**src/rtl/audio_dac_serializer.sv**
```systemverilog
// Codec serializer for the wavetable voice: generates bclk/daclrck from clk_50
// and shifts each captured 16-bit sample out MSB-first on dacdat, the same
// sample on both channels.
module audio_dac_serializer #(
  parameter int DATA_W        = 16,
  parameter int I2S_MODE      = 0,
  parameter int BCLK_DIV_LOG2 = 3,
  parameter int SLOT_BITS     = 32
) (
  input  logic              clk_50,
  input  logic              ar,
  input  logic [DATA_W-1:0] sample_in,
  input  logic              mute,
  output logic              bclk,
  output logic              daclrck,
  output logic              dacdat,
  output logic              frame_strobe
);

  localparam int SLOT_LOG2 = BCLK_DIV_LOG2 + 1;
  localparam int SLOT_CYC  = 2 ** SLOT_LOG2;
  localparam int FRAME     = 2 * SLOT_BITS * SLOT_CYC;
  localparam int CNT_W     = $clog2(FRAME);

  localparam logic [CNT_W-1:0] CNT_MAX  = CNT_W'(FRAME - 1);
  localparam logic [CNT_W-1:0] CNT_HALF = CNT_W'(FRAME / 2);

  logic [CNT_W-1:0]  cnt;
  logic [CNT_W-1:0]  cnt_next;
  logic [DATA_W-1:0] hold;
  logic [DATA_W-1:0] shreg;
  logic [DATA_W-1:0] load_val;
  logic              load_bit;
  logic              at_start;
  logic              at_half;
  logic              slot_edge;

  // Next counter value and the edge decodes every register below keys off.
  // Left-justified puts the MSB in slot 0; I2S sends a zero there and starts
  // the MSB one slot later, so the whole word stays in the shift register.
  always_comb begin
    cnt_next  = (cnt == CNT_MAX) ? '0 : cnt + CNT_W'(1);
    at_start  = (cnt_next == '0);
    at_half   = (cnt_next == CNT_HALF);
    slot_edge = (cnt_next[SLOT_LOG2-1:0] == '0);
    if (I2S_MODE != 0) begin
      load_val = hold;
      load_bit = 1'b0;
    end else begin
      load_val = {hold[DATA_W-2:0], 1'b0};
      load_bit = hold[DATA_W-1];
    end
  end

  // Free-running frame counter; resets to the last count so the first edge
  // after reset starts a fresh frame with a clean daclrck rise.
  always_ff @(posedge clk_50 or posedge ar) begin
    if (ar) cnt <= CNT_MAX;
    else    cnt <= cnt_next;
  end

  // Codec clocks and frame marker, registered from the decode of cnt_next.
  always_ff @(posedge clk_50 or posedge ar) begin
    if (ar) begin
      bclk         <= 1'b0;
      daclrck      <= 1'b0;
      frame_strobe <= 1'b0;
    end else begin
      bclk         <= cnt_next[BCLK_DIV_LOG2];
      daclrck      <= (cnt_next < CNT_HALF);
      frame_strobe <= at_start;
    end
  end

  // Capture the voice sample as daclrck falls, half a frame after the voice
  // updated it, so sample_in has long settled.
  always_ff @(posedge clk_50 or posedge ar) begin
    if (ar)           hold <= '0;
    else if (at_half) hold <= mute ? '0 : sample_in;
  end

  // Load at each channel start (the half-frame load still sees the old hold,
  // keeping left and right identical), then shift one bit per slot boundary.
  always_ff @(posedge clk_50 or posedge ar) begin
    if (ar) begin
      shreg  <= '0;
      dacdat <= 1'b0;
    end else if (at_start || at_half) begin
      shreg  <= load_val;
      dacdat <= load_bit;
    end else if (slot_edge) begin
      shreg  <= {shreg[DATA_W-2:0], 1'b0};
      dacdat <= shreg[DATA_W-1];
    end
  end

endmodule
```
**config.mk**
```make
export PLATFORM = sky130hd
export DESIGN_NAME = audio_dac_serializer
export DESIGN_NICKNAME = d
export VERILOG_FILES = /design/src/rtl/audio_dac_serializer.sv
export SDC_FILE = /design/constraint.sdc
export NUM_CORES = 1
export LEC_CHECK = 0
export CORE_MARGIN = 4
export CORE_UTILIZATION = 51
export CTS_CLUSTER_DIAMETER = 40
export DETAILED_ROUTE_END_ITERATION = 6
export GPL_TIMING_DRIVEN = 0
export PLACE_DENSITY = 0.86
export SETUP_SLACK_MARGIN = 0.02
export SLEW_MARGIN = 20
export SYNTH_ARGS = -nofsm -noshare
export SYNTH_HDL_FRONTEND = slang
export SYNTH_SLANG_ARGS = --single-unit
```
**constraint.sdc**
```tcl
create_clock -name clk_50 -period 2.4 [get_ports clk_50]
set_input_delay 0.24 -clock clk_50 [delete_from_list [all_inputs] [get_ports clk_50]]
set_output_delay 0.24 -clock clk_50 [all_outputs]
set_load 0.03 [all_outputs]
```
Yosys cells after proc, flatten, opt, wreduce, memory -nomap -nowiden
Index checks and enable logic that the tools add are counted.
{"block": "classes", "addsub": 1, "n_lt_le_gt_ge": 1, "eq_ne": 2, "mux": 6, "n_reduce_logical": 4}
{"cell": "2-to-1 mux 16 bit", "count": 3}
{"cell": "equality test 10 bit, second input constant", "count": 2}
{"cell": "adder 10 x 1 -> 10 bit, second input constant", "count": 1}
{"cell": "zero test 10 bit", "count": 1}
{"cell": "< comparator 10 bit, second input constant", "count": 1}
{"cell": "2-to-1 mux 10 bit", "count": 1}
{"cell": "zero test 4 bit", "count": 1}
{"cell": "2-to-1 mux 1 bit", "count": 2}
{"cell": "nonzero test 2 bit", "count": 1}
{"cell": "logical OR 1 bit", "count": 1}
{"block": "totals", "register_bits": 46, "out_inout_bits": 4, "elab_cells": 21}

Logic depth before layout (Yosys ltp)
Gate-level depths: netlist (run 1).
{"block": "logic_depth", "word_depth": 5, "mapped_depth": 8}

Worst setup path before layout (run 1)
OpenSTA, ideal clock, no wires.
{"block": "synth_path", "kind": "reg2reg", "startpoint": "register cnt[0]", "endpoint": "register hold[10]", "setup_time_ps": 125, "t_arrival_ps": 2435, "t_required_ps": 2275, "setup_slack_ps": -161, "path_stages_with_launch": 9, "path_buffers": 2, "path_cell_list": "dfstp_2 > ha_1 > and2_1 > buf_2 > a41o_1 > o311ai_1 > a2111oi_4 > buf_8 > mux2_4"}
{"block": "synth_via", "elab_chain_len": 3}
{"element": "from (decl)", "line_no": "28", "rtl": "logic [CNT_W-1:0] cnt;"}
{"element": "from (signal assigned)", "line_no": "59", "rtl": "else cnt <= cnt_next;"}
{"element": "adder 10 x 1 -> 10 bit / equality test 10 bit (equally long branches)", "line_no": "42", "rtl": "cnt_next = (cnt == CNT_MAX) ? '0 : cnt + CNT_W'(1);"}
{"element": "2-to-1 mux 10 bit (*)", "line_no": "42"}
{"element": "equality test 10 bit (*)", "line_no": "44", "rtl": "at_half = (cnt_next == CNT_HALF);"}
{"element": "to (signal assigned)", "line_no": "79", "rtl": "else if (at_half) hold <= mute ? '0 : sample_in;"}
{"element": "to (decl)", "line_no": "30", "rtl": "logic [DATA_W-1:0] hold;"}
Mark *: on every way between the ends. The rest lies on a longest branch, timed or not.
A chain may end at the register's enable or synchronous reset.

Worst setup path after layout (run 1)
{"block": "layout_path", "startpoint": "register cnt[0]", "endpoint": "register hold[12]"}
Same word-level chain as after synthesis.

==> summary.md, run 1 <==
| Metric | Value |
|---|---|
| Post-synthesis cell type with the largest combined area | dfrtp_1 |
| Die width | 74.8 um |
| Final Hold Fails | 0 |
| Vias per inst | 6.15 |
| Worst Path Buf+Inv | 2 |
| Post-synthesis net count | 220 |
| Critical Path Start Type | register |
| First-pass DRT Iterations | 6 |
| Minimum clock period | about 2500 ps |
| Global placer's final weighted congestion | around 0.85 |
| Final wirelength | 6040 um |
| Number of global-route vias before repair | around 1700 |
| Worst slew margin | 66.3% |
| Max-slew violations | 0 |
| Initial detailed-routing violation count | between 200 and 300 |
| Die area | 5590 um2 |
| CP endpoint kind | register |
| Core ar. | 4320 um2 |
| Post-synthesis sequential area ratio | 50.1% |
| Cell Area, Synth | 2270 um2 |
| DR vias | approximately 1900 |
| Arrival time at the worst endpoint | 2720 ps |
| Number of port buffers | 22 |
| Clk_lat worst skew | 320 ps |
| Overall routing resource usage | 20.5% |
| Family with the most delay on the worst path | compound AO/OA/AOI/OAI gates |
| Pin count of the biggest net entering global routing | 31 |
| Failing checks | negative setup slack |
| Avg Inst Size Synth | about 11 um2 |
| Slew @ Worst Pin | approximately 500 ps |
| Worst stage delay on the critical path | 590 ps |
| RSZ-0062 raised after global routing | yes |
| Dominant cells by area after synthesis | dfrtp_1 39%, dfstp_2 12%, mux2_4 6.6%, nand2_1 5.9%, o2111ai_1 5.8% |
| P&R area growth vs syn | 36.2% |
| H-tree depth | 2 |
| Setup_tns | -1520 ps |
| # hold bufs at CTS | 0 |
| Post-DP HPWL | ~3200 um |
| N_diodes | 0 |
| Drc violations | 0 |
| Yosys top cell area share | roughly 39% |
| Leak pwr | ~1.3 nW |
| Worst Setup Slack, final | -115 ps |
| Max cap viols | 0 |
| Critical-path cell list | ha_4 > nand3_2 > o21ai_2 > nand4_1 > a2111oi_4 > buf_6 > clkbuf_16 > mux2_4 |
| Synth cell types | between 40 and 50 |
| YS warnings | 0 |
| Buffer depth of the longest clock path | 2 |
| Total Nets Final | 274 |
| Initial antenna violation count | 0 |
| Clk_skew | 9.44 ps |
| IO Count | 23 |
| FF+latch count, synth | 45 |
| CTS Buf Count | 5 |
| Status | finished, violations left |
| WS Path Type | register to register |
| Worst EP required | 2610 ps |
| Mapped Cells | 200 |
| First-pass GRT wire length | 8600 um |
| Max FO, Critical Path | 6 |
| Wire per inst | 19.7 um |
| Fraction of layout cells with a size suffix above 1 | 36.5% |
| Peak supply drop | 0.477 mV |
| Die H | 74.8 um |
| Setup Viol. Count Final | 16 |
| Fmax achieved | 398 MHz |
| Site Rows | 24 |
| Clk sinks | 45 |
| TritonCTS clock tree | built |
| Slowest-stage cell, CP | dfstp_2 |
| Worst Hold Class | primary input to async pin |
| Clk root buf | clkbuf_8 |
| Worst-path clk slew | 90 ps |
| Fin crit share | 105% |
| DRT antenna net count | 0 |
| GRT Residual Overflow | 0 |
| Place WS | -266 ps |
| Pwr dens | 457 nW/um2 |
| Initial Util | 52.6% |
layer usage:
layer  up-vias  global-route usage, %  routed length, um
li1        842                      -                  -
met1       940                   28.6               2520
met2        91                   31.1               2960
met3        16                   4.67                401
met4         0                   8.50                156
met5         -                      0                  0
placed cells by master, fill, tap and decap left out, types with 2 or more instances in the layout:
cell              n
buf_12            2
nand4_1           2
dfrtp_1          35
o21ai_2           2
and2b_1          10
buf_6             5
mux2_2            6
a21oi_4           2
dfstp_2          10
nor2_1            2
inv_1             3
xor2_1            2
nand2_1          36
mux2_4           10
clkbuf_4          2
clkbuf_1          3
nand4_4           2
o211ai_1         15
clkdlybuf4s50_1  22
xnor2_1           3
clkbuf_8          6
o2111ai_1        14
nor2b_1           6
clkbuf_2          2
buf_4            21
nor4_4            2
sequential cells by signal, indices dropped and copies added (netlist names):
signal / flops
bclk: 1
cnt: 10
dacdat: 1
daclrck: 1
frame_strobe: 1
hold: 16
shreg: 15
layout make-up:
cell class | instances | area [um2]
clock inverters | 3 | 46.3
multi-input cells | 138 | 1210
well taps | 52 | 65.1
inverters | 4 | 15.0
flip-flops and latches | 45 | 1140
plain buffers | 12 | 97.6
repair buffers | 48 | 457
fillers | 273 | 1230
clock buffers | 5 | 68.8
Yosys cell counts:
| master | n |
|---|---|
| nand4_1 | 2 |
| and2_1 | 2 |
| and2b_1 | 10 |
| o21a_1 | 1 |
| mux2_4 | 10 |
| dfstp_2 | 10 |
| buf_2 | 1 |
| or3_2 | 1 |
| or3_1 | 1 |
| buf_4 | 2 |
| nand3_1 | 2 |
| ha_1 | 1 |
| nor2_1 | 2 |
| a211o_2 | 1 |
| mux2_2 | 6 |
| nor3_2 | 1 |
| a21oi_1 | 3 |
| nor2b_1 | 6 |
| nand2_1 | 36 |
| a31o_2 | 1 |
| xnor2_1 | 3 |
| o311a_2 | 1 |
| nor4_1 | 1 |
| inv_1 | 4 |
| o311ai_1 | 1 |
| and3_1 | 1 |
| o21ai_1 | 3 |
| o31ai_4 | 1 |
| and4_1 | 1 |
| nor4_2 | 1 |
| clkbuf_1 | 10 |
| nand4_4 | 1 |
| xor2_1 | 2 |
| o2111ai_1 | 15 |
| a2111oi_4 | 1 |
| a32oi_1 | 1 |
| o31ai_1 | 1 |
| a41o_1 | 1 |
| o211ai_1 | 15 |
| buf_8 | 1 |
| dfrtp_1 | 35 |
| a311oi_1 | 1 |
path summary, 6_finish.rpt:
check,depth (start not counted),slack (ps),from,endpoint
max in group asynchronous,3,1660,ar,cnt[0]$_DFF_PP1_
max,8,-120,cnt[0]$_DFF_PP1_,hold[12]$_DFFE_PP0P_
min in group clk_50,2,510,shreg[12]$_DFFE_PP0P_,shreg[12]$_DFFE_PP0P_
min reg2reg,2,510,shreg[12]$_DFFE_PP0P_,shreg[12]$_DFFE_PP0P_
max reg2reg,8,-120,cnt[0]$_DFF_PP1_,hold[12]$_DFFE_PP0P_
min,2,220,ar,shreg[13]$_DFFE_PP0P_
kinds of logic after synthesis:
group | share of synthesized area [%]
XOR/XNOR | 1.93
multiplexers | 9.58
AND/OR/NAND/NOR | 16.2
adder cells (fa/ha/maj) | 0.550
flip-flops | 50.1
buffers and inverters | 3.85
AO/OA/AOI/OAI | 17.8
stage by stage:
stage / cell area, um2 / total power (W) / hold WS, ps / instances / util [%]
4_1_cts: 2910 / 0.00141 / 224 / 295 / 67.3
3_5_place_dp: 2620 / 0.000836 / 486 / 275 / 60.5
3_3_place_gp: 2600 / 0.000829 / 479 / 274 / 60.1
2_1_floorplan: 2310 / 0.000796 / 467 / 200 / -
5_1_grt: 3100 / 0.00145 / 247 / 307 / 71.6
6_report: 3100 / 0.00142 / 215 / 307 / 71.6
power by group:
group	leakage, nW	internal, W	total, W	switching (W)
registers	0.588	0.000758	0.000758	0
clock network	0.0543	0.000312	0.000595	0.000284
logic	0.638	0.0000374	0.0000615	0.0000240
total	1.28	0.00111	0.00142	0.000308
what timing repair did:
item / in CTS / in global routing
buffers inserted: 11 / 13
resized for setup: 18 / 22
setup endpoints to repair: 26 / 27
pin swaps: 6 / 9
gates cloned: 1 / 1
Power figures use the tool's default switching activity.
==> inputs of run 2 (changes only) <==
ABC_AREA = 1   (was not set)
PLACE_DENSITY = 0.85   (was 0.86)
==> summary.md, run 2 <==
| Metric | Value |
|---|---|
| Pwr dens | 508 nW/um2 (was 457 nW/um2) |
| Status | complete, no violations (was finished, violations left) |
| DR vias | 1748 (was 1889) |
| Initial antenna violation count | 0 (unchanged) |
| Commonest cells after routing, fill and taps aside | 84 x nand2_1, 49 x nand3_1, 41 x inv_1 (was 36 x nand2_1, 35 x dfrtp_1, 22 x clkdlybuf4s50_1) |
| Clk_lat worst skew | 300 ps (was 320 ps) |
| Die area | 5670 um2 (was 5590 um2) |
| Top flop regs | hold: 16 flops, shreg: 15 flops, cnt: 10 flops (unchanged) |
| Slowest-stage cell, CP | dfstp_2 (unchanged) |
| Global placer's final weighted congestion | 0.817 (was 0.853) |
| Commonest cells post-synth | 84 x nand2_1, 49 x nand3_1, 42 x inv_1 (was 36 x nand2_1, 35 x dfrtp_1, 15 x o2111ai_1, 15 x o211ai_1) |
| WS Path Type | register to register (unchanged) |
| Fin crit share | 92.0% (was 105%) |
| CTS Buf Count | 5 (unchanged) |
| Critical-path cell list | ha_1 > nand2_2 > nor2_4 > nand3_2 > inv_2 > nor2_1 > nor2_2 > buf_1 > nand3_1 > nand2_1 > inv_1 (was ha_4 > nand3_2 > o21ai_2 > nand4_1 > a2111oi_4 > buf_6 > clkbuf_16 > mux2_4) |
| YS warnings | 0 (unchanged) |
| Worst Path Buf+Inv | 3 (was 2) |
| R2r startpoint | cnt[0]$_DFF_PP1_ (unchanged) |
| First-pass DRT Iterations | 4 (was 6) |
| Clk root buf | clkbuf_8 (unchanged) |
| GRT Residual Overflow | 0 (unchanged) |
| Number of port buffers | 21 (was 22) |
| Placed cell areas | 2610 um2 (was 2620 um2) |
| Post-DP HPWL | 3090 um (was 3220 um) |
| Buffer depth of the longest clock path | 2 (unchanged) |
| Fraction of layout cells with a size suffix above 1 | 17.8% (was 36.5%) |
| Arrival time at the worst endpoint | 2410 ps (was 2720 ps) |
| Max FO, Critical Path | 10 (was 6) |
| H-tree depth | 2 (unchanged) |
| Total Nets Final | 344 (was 274) |
| Cells after DPL | 369 (was 275) |
| FF+latch count, synth | 45 (unchanged) |
| Power after layout | 0.00138 W (was 0.00142 W) |
| Routing usage on met1 | 22.8% (was 28.6%) |
| Fmax achieved | 453 MHz (was 398 MHz) |
| Post-synthesis net count | 315 (was 220) |
| IO Count | 23 (unchanged) |
| Leak pwr | 1.44 nW (was 1.28 nW) |
| Post-synthesis sequential area ratio | 49.3% (was 50.1%) |
| Max cap viols | 0 (unchanged) |
| Worst-path clk slew | 80 ps (was 90 ps) |
| Site Rows | 24 (unchanged) |
| Dominant cells by area after synthesis | dfrtp_1 38%, nand2_1 14%, dfstp_2 11%, nand3_1 11%, inv_1 6.8% (was dfrtp_1 39%, dfstp_2 12%, mux2_4 6.6%, nand2_1 5.9%, o2111ai_1 5.8%) |
| Yosys top cell area share | 37.9% (was 38.5%) |
| Synth cell types | 27 (was 42) |
| Final Non-Filler Cells | 377 (was 307) |
| Die width | 75.3 um (was 74.8 um) |
| CP endpoint kind | register (unchanged) |
| Initial detailed-routing violation count | 83 (was 254) |
| Setup_tns | 0 ps (was -1520 ps) |
| Finished layout cell area | 2710 um2 (was 3100 um2) |
| Pin count of the biggest net entering global routing | 31 (unchanged) |
| Largest register FFs | 16 (unchanged) |
| Met3 GRT Util | 3.69% (was 4.67%) |
| Worst slew margin | 70.7% (was 66.3%) |
| Vias per inst | 4.64 (was 6.15) |
| Cell Area, Synth | 2310 um2 (was 2270 um2) |
| Largest Register | hold (unchanged) |
| Worst EP required | 2600 ps (was 2610 ps) |
| Overall routing resource usage | 16.7% (was 20.5%) |
| Post-CTS Setup Repair Bufs | 0 (was 11) |
| Final wirelength | 4040 um (was 6040 um) |
| RSZ-0062 raised after global routing | yes (unchanged) |
| DRT antenna net count | 0 (unchanged) |
| Avg Inst Size Synth | 7.83 um2 (was 11.4 um2) |
| Clk sinks | 45 (unchanged) |
| Family with the most delay on the worst path | simple AND/OR/NAND/NOR gates (was compound AO/OA/AOI/OAI gates) |
| Core ar. | 4350 um2 (was 4320 um2) |
| Final Hold Fails | 0 (unchanged) |
| P&R area growth vs syn | 17.4% (was 36.2%) |
| Post-synth EDFFs | 0 (unchanged) |
| Post-synth top flop | dfrtp_1 (unchanged) |
| Most numerous cell in the Yosys netlist | nand2_1 (unchanged) |
| Most common cell after layout, fill and taps aside | nand2_1 (unchanged) |
| Busiest metal layer after global routing | met2 (unchanged) |
| Mapped Cells | 295 (was 200) |
| Minimum clock period | 2210 ps (was 2520 ps) |
| N_diodes | 0 (unchanged) |
| Ys async rst share | 100% (unchanged) |
| Met2 usage | 26.6% (was 31.1%) |
| Post-synthesis cell type with the largest combined area | dfrtp_1 (unchanged) |
| First-pass GRT wire length | 7220 um (was 8600 um) |
| Worst stage delay on the critical path | 550 ps (was 590 ps) |
| Number of global-route vias before repair | 1628 (was 1729) |
| Setup Viol. Count Final | 0 (was 16) |
| TritonCTS clock tree | built (unchanged) |
| Initial Util | 53.0% (was 52.6%) |
| Worst setup path start | cnt[0]$_DFF_PP1_ (unchanged) |
| Die H | 75.3 um (was 74.8 um) |
| Slew @ Worst Pin | 440 ps (was 502 ps) |
| Worst Hold Class | primary input to async pin (unchanged) |
| Wire per inst | 10.7 um (was 19.7 um) |
| WHS | 230 ps (was 215 ps) |
| Drc violations | 0 (unchanged) |
| Critical Path Start Type | register (unchanged) |
| Max-slew violations | 0 (unchanged) |
| Peak supply drop | 0.299 mV (was 0.477 mV) |
| Clk_skew | 5.10 ps (was 9.44 ps) |
-- run 2: cell types whose count changed after synthesis, moves of 10 or more --
cell / change
nand2_1: +48
nand3_1: +47
inv_1: +38
nor2_1: +19
or2_2: +16
o2111ai_1: -15
o211ai_1: -15
and2b_1: -10
mux2_4: -10
-- run 2: area by class of cell --
type	count	area, um2
Fill cell	373	1640
Sequential cell	45	1140
Multi-Input combinational cell	191	935
Timing Repair Buffer	22	230
Inverter	48	180
Clock buffer	6	72.6
Tap cell	52	65.1
Buffer	11	56.3
Clock inverter	2	35.0
-- run 2: logic make-up (layout without fill, tap and decap cells) --
family | after synthesis | count (layout) | synth area share [%]
fa+ha+maj | 1 | 1 | 0.542
flops | 45 | 45 | 49.3
compound gates | 3 | 3 | 0.866
simple gates | 186 | 186 | 38.7
xor+xnor | 1 | 1 | 0.379
buf+inv | 59 | 89 | 10.2
-- run 2: worst paths after layout --
kind                       cells after the start  slack (ps)                   end
max                                           11         190  shreg[2]$_DFFE_PP0P_
min                                            2         230        bclk$_DFF_PP0_
max reg2reg                                   11         190  shreg[2]$_DFFE_PP0P_
min reg2reg                                    2         480   hold[7]$_DFFE_PP0P_
max in group asynchronous                      3        1710  shreg[7]$_DFFE_PP0P_
min in group clk_50                            4         370   hold[3]$_DFFE_PP0P_
-- run 2: metal layers --
metal / routed length (um) / vias up
met5: 0 / -
met4: 71 / 0
met3: 174 / 6
met2: 1850 / 33
met1: 1950 / 754
li1: - / 955
-- run 2: what timing repair did --
action	4_1_cts	5_1_grt
endpoints found under the setup margin	0	2
gates resized for setup	0	0
hold buffers	0	0
-- run 2: report_power, final --
part / total (W) / internal (W) / switching, W / leakage [nW]
Combinational: 0.0000599 / 0.0000327 / 0.0000272 / 0.884
Sequential: 0.000758 / 0.000758 / 0 / 0.504
Clock: 0.000559 / 0.000309 / 0.000250 / 0.0552
-- run 2: per-stage QoR --
stage	setup slack, ps	utilization, %
floorplan	446	-
global placement	233	59.4
detailed placement	180	59.8
CTS	174	62.3
global route	2.06	62.3
finish	193	62.3
